File: src/rtl/operand_fetch_stage.sv
// Operand-fetch stage: decodes the instruction, reads R[rs1]/R[rs2] with a busy scoreboard
// for RAW hazards, and registers A/B/D/out_rd for execute. Define OF_WB_BYPASS_EN for writeback bypass.
module operand_fetch_stage #(
    parameter int XLEN = 32,
    parameter int NREG = 32
) (
    input  logic            clk,
    input  logic            rst_n,
    input  logic            in_valid,
    output logic            in_ready,
    input  logic [31:0]     in_instr,
    input  logic            wb_en,
    input  logic [4:0]      wb_addr,
    input  logic [XLEN-1:0] wb_data,
    output logic            out_valid,
    input  logic            out_ready,
    output logic [XLEN-1:0] A,
    output logic [XLEN-1:0] B,
    output logic [2:0]      D,
    output logic [4:0]      out_rd
);

    function automatic logic signed [XLEN-1:0] sext_imm(input logic signed [12:0] imm);
        return {{(XLEN-13){imm[12]}}, imm};
    endfunction

    logic [2:0]         op_p0;
    logic [4:0]         rd_p0;
    logic [4:0]         rs1_p0;
    logic [4:0]         rs2_p0;
    logic               use_imm_p0;
    logic signed [12:0] imm_p0;

    assign {op_p0, rd_p0, rs1_p0, rs2_p0, use_imm_p0, imm_p0} = in_instr;

    logic [XLEN-1:0] regs [NREG];
    logic [NREG-1:0] busy;
    logic [NREG-1:0] wb_clr;
    logic [NREG-1:0] issue_set;
    logic [NREG-1:0] busy_eff;
    logic [XLEN-1:0] rs1_val;
    logic [XLEN-1:0] rs2_val;
    logic            hazard;
    logic            issue;

    logic            vld_p1;
    logic [XLEN-1:0] a_p1;
    logic signed [XLEN-1:0] b_p1;
    logic [2:0]      d_p1;
    logic [4:0]      rd_p1;

    always_comb begin
        wb_clr = '0;
        if (wb_en) wb_clr[wb_addr] = 1'b1;
        issue_set = '0;
        if (issue && rd_p0 != '0) issue_set[rd_p0] = 1'b1;
    end

    always_comb begin
        rs1_val = (rs1_p0 == '0) ? '0 : regs[rs1_p0];
        rs2_val = (rs2_p0 == '0) ? '0 : regs[rs2_p0];
`ifdef OF_WB_BYPASS_EN
        if (wb_en && wb_addr != '0 && wb_addr == rs1_p0) rs1_val = wb_data;
        if (wb_en && wb_addr != '0 && wb_addr == rs2_p0) rs2_val = wb_data;
        busy_eff = busy & ~wb_clr;
`else
        busy_eff = busy;
`endif
        hazard = (rs1_p0 != '0 && busy_eff[rs1_p0]) ||
                 (!use_imm_p0 && rs2_p0 != '0 && busy_eff[rs2_p0]);
    end

    assign in_ready = (!vld_p1 || out_ready) && !hazard;
    assign issue    = in_valid && in_ready;

    always_ff @(posedge clk or negedge rst_n) begin
        if (!rst_n) begin
            for (int i = 0; i < NREG; i++) regs[i] <= '0;
        end else if (wb_en && wb_addr != '0) begin
            regs[wb_addr] <= wb_data;
        end
    end

    // Set has priority over a same-cycle writeback clear of the same index.
    always_ff @(posedge clk or negedge rst_n) begin
        if (!rst_n) busy <= '0;
        else        busy <= (busy & ~wb_clr) | issue_set;
    end

    // ---- p0 -> p1: operand register toward execute ----
    always_ff @(posedge clk or negedge rst_n) begin
        if (!rst_n) begin
            vld_p1 <= 1'b0;
            a_p1   <= '0;
            b_p1   <= '0;
            d_p1   <= '0;
            rd_p1  <= '0;
        end else if (issue) begin
            vld_p1 <= 1'b1;
            a_p1   <= rs1_val;
            b_p1   <= use_imm_p0 ? sext_imm(imm_p0) : $signed(rs2_val);
            d_p1   <= op_p0;
            rd_p1  <= rd_p0;
        end else if (out_ready) begin
            vld_p1 <= 1'b0;
        end
    end

    assign out_valid = vld_p1;
    assign A         = a_p1;
    assign B         = b_p1;
    assign D         = d_p1;
    assign out_rd    = rd_p1;

endmodule
File: config.mk
export PLATFORM = sky130hd
export DESIGN_NAME = operand_fetch_stage
export DESIGN_NICKNAME = d
export VERILOG_FILES = /design/src/rtl/operand_fetch_stage.sv
export SDC_FILE = /design/constraint.sdc
export NUM_CORES = 2
export LEC_CHECK = 0
export CAP_MARGIN = 10
export CORE_MARGIN = 5
export CORE_UTILIZATION = 30
export DETAILED_ROUTE_END_ITERATION = 6
export PLACE_DENSITY_LB_ADDON = 0.05
export SLEW_MARGIN = 20
export SYNTH_ARGS = -nofsm -noshare
export SYNTH_HDL_FRONTEND = slang
export SYNTH_SLANG_ARGS = --single-unit
File: constraint.sdc
create_clock -name clk -period 2.5 [get_ports clk]
set_input_delay 0.25 -clock clk [delete_from_list [all_inputs] [get_ports clk]]
set_output_delay 0.25 -clock clk [all_outputs]
set_load 0.01 [all_outputs]
==> impl_metrics.toml <==
[synthesis]
syn-instance-count = 4010
syn-cell-area_sq_um = 58800
ys.flop_type = "dfrtp_1"
synth_top_area_share_pct = 48.0
async_reset_ff_share_pct = 100
synth_most_common_cell = "dfrtp_1"
yosys.area.top_type = "dfrtp_1"
synth_edf_count = 0
syn_avg_cell_area_sq_um = 14.7
syn_nets = 4084
synth_area_leaders = "dfrtp_1, mux2_2, mux4_2, clkbuf_1, mux2i_1"
synth_common_cells = "dfrtp_1, mux2_2, mux4_2, clkbuf_1, nand2_1"
ys_ff_latch = 1129
synth_warnings = 0
synth_cell_types = 48
yosysSeqAreaShare_pct = 48.0

[power]
power.leakage_nw = 31.0
design_power_total_mw = 58.3
p_per_area_nw_per_um2 = 807
ir_drop_uv = 532

[clock_network]
htreeDepth = 4
cts_root_buf = "clkbuf_16"
tritoncts = "done"
clockBufferDepth = 3
insertion_delay_ns = 0.80
clock_sinks = 1129
clk_pin_slew_ns = 0.06
numCtsBuffers = 144

[setup_path]
ff2ff_setup_slack_ns = -0.16
arrival_ns = 2.64
path_max_fanout = 3
timing.rr.start = "busy[3]"
r2r_end = "out_rd[0]"
endpoint_kind = "output port"
crit_family = "compound AO/OA/AOI/OAI gates"
worstSetupStartpointType = "register"
path_buf_inv = 1
crit_slowest_cell = "mux4_2"
cpPeakStageDelay_ns = 0.50
reg2regPathDepth = 9
worstPathRequired_ns = 2.25
cp_cell_sequence = "mux4_2 > a2111oi_4 > a311o_2 > o22a_1 > buf_2"
cp_num_cells = 5
critical_path_class = "register to output port"

[die]
die_w_um = 453
ios = 148
fp.coreArea_sq_um = 195000
core.rowCount = 162
die_h_um = 453
initial_core_util_pct = 30.2
dieArea_sq_um = 205000

[final_layout]
fill_cells = 18707
nets = 4390
seqCellArea_sq_um = 28300
drive_above_1_share_pct = 52.5
multi_input_area_sq_um = 29100
syn2layout_area_growth_pct = 22.8
stdcell_count = 7051

[sta]
drv_slew = 0
setup_tns_ns = -6.93
finalCritPeriodShare_pct = 116
fin_crit_ns = 2.89
setup_ws_ns = -0.389
clock.fmax_mhz = 346
slew_headroom_pct = 29.1
hold_viol_final = 0
holdWs_ns = 0.0760
tightestPinTransition_ns = 1.06
setup_viol = 72
rsz0062_at_grt = "yes"
fin_skew_ns = 0.0178

[placement]
place_congestion = 0.773
port_buffers = 147
dp_hpwl_um = 151000
placed_cells = 6769

[grt]
grt_first_pass_wirelength_um = 339000
grt_max_degree = 90
antenna_found_initial = 9
grt_pass1_vias = 41129
overflow = 0
grt.total_usage_pct = 23.3

[route]
vias = 38801
wirelength_um = 239000
via_per_inst = 5.50
first_iter_violations = 2381
wl_per_cell_um = 34.0
route.detailed.drc = 0
ant_nets = 0
firstDrtPassIters = 5

[status]
outcome = "finished with violations"
violations = "negative setup slack"

[min_path]
hold_path_class = "primary input to register"
hold_end = "D[0]"
min-delay-start = "in_instr[29]"
whs_path_depth = 2

[run]
timing.max_cap.violations = 0
==> worst max-delay path by stage <==
stage	from	end	slack [ns]
floorplan	in_instr[19]	A[1]	0.006
global placement	in_instr[20]	A[2]	-0.79
detailed placement	busy[0]	in_ready	-0.37
CTS	busy[3]	in_ready	-0.44
global route	busy[11]	in_ready	-0.49
finish	busy[3]	in_ready	-0.39
==> timing repair <==
| item | in CTS | in global routing |
|---|---|---|
| hold buffers | 5 | 0 |
| endpoints found under the hold margin | 706 | 0 |
| gates resized for setup | 29 | 17 |
| setup endpoints to repair | 104 | 73 |
| buffers inserted | 8 | 4 |
| gates cloned | 10 | 3 |
| pin swaps | 6 | 2 |
==> state kept, by name (all words and copies together) (netlist names) <==
register and cells:
D 3, B 32, out_rd 5, regs 1024, A 32, busy 32, out_valid 1
==> metrics by stage <==
step	cell area (sq um)	setup WS [ns]	util, %
2_1_floorplan	58800	0.00604	-
3_3_place_gp	67100	-0.794	34.4
5_1_grt	72200	-0.491	37.0
3_5_place_dp	67200	-0.374	34.5
4_1_cts	72200	-0.439	37.0
6_report	72200	-0.389	37.0
==> cell families after synthesis <==
logic type      synth area share, %
flops                          48.0
compound gates                 5.02
buf+inv                        3.23
simple gates                   2.45
mux                            41.3
==> cell usage in the layout (no fill, tap or decap), drive strengths merged, types with 14 or more instances in the layout <==
cell	n
o22ai	75
a211o	22
inv	29
a22oi	77
a211oi	47
buf	464
a221oi	19
a21oi	85
nor2	26
o221ai	32
nand2	230
clkbuf	229
mux2	1111
clkdlybuf4s50	135
dfrtp	1129
mux2i	94
nor2b	16
clkinv	14
a32o	31
mux4	479
==> layout make-up <==
| type | count | share of cell area, % |
|---|---|---|
| Sequential cell | 1129 | 39.1 |
| Clock inverter | 28 | 0.341 |
| Tap cell | 2624 | 4.54 |
| Timing Repair Buffer | 607 | 9.77 |
| Clock buffer | 226 | 5.89 |
| Multi-Input combinational cell | 2417 | 40.2 |
| Inverter | 17 | 0.0953 |
| Antenna cell | 3 | 0.0104 |
==> worst register-to-register path, stage by stage (launching register included) <==
cell       delay [ns]
dfrtp_1          0.41
mux4_2           0.50
a2111oi_4        0.38
a311o_2          0.18
buf_4            0.12
o221ai_4         0.13
buf_12           0.19
buf_12           0.15
buf_16           0.17
mux2_4           0.30
==> per-layer routing <==
layer / wire (um) / vias to the layer above / part of all wire, % / track usage [%]
li1: - / 16095 / - / -
met1: 111000 / 21580 / 46 / 33.0
met2: 115000 / 878 / 48 / 38.2
met3: 8790 / 248 / 3.7 / 3.20
met4: 4630 / 0 / 1.9 / 4.85
met5: 0 / - / 0 / 0
==> where the power goes <==
group	switching, mW	total, mW	internal, mW
logic	5.25	13.1	7.80
clock network	8.59	20.4	11.8
registers	2.92	24.9	21.9
total	16.8	58.3	41.5
Power figures use the tool's default switching activity.
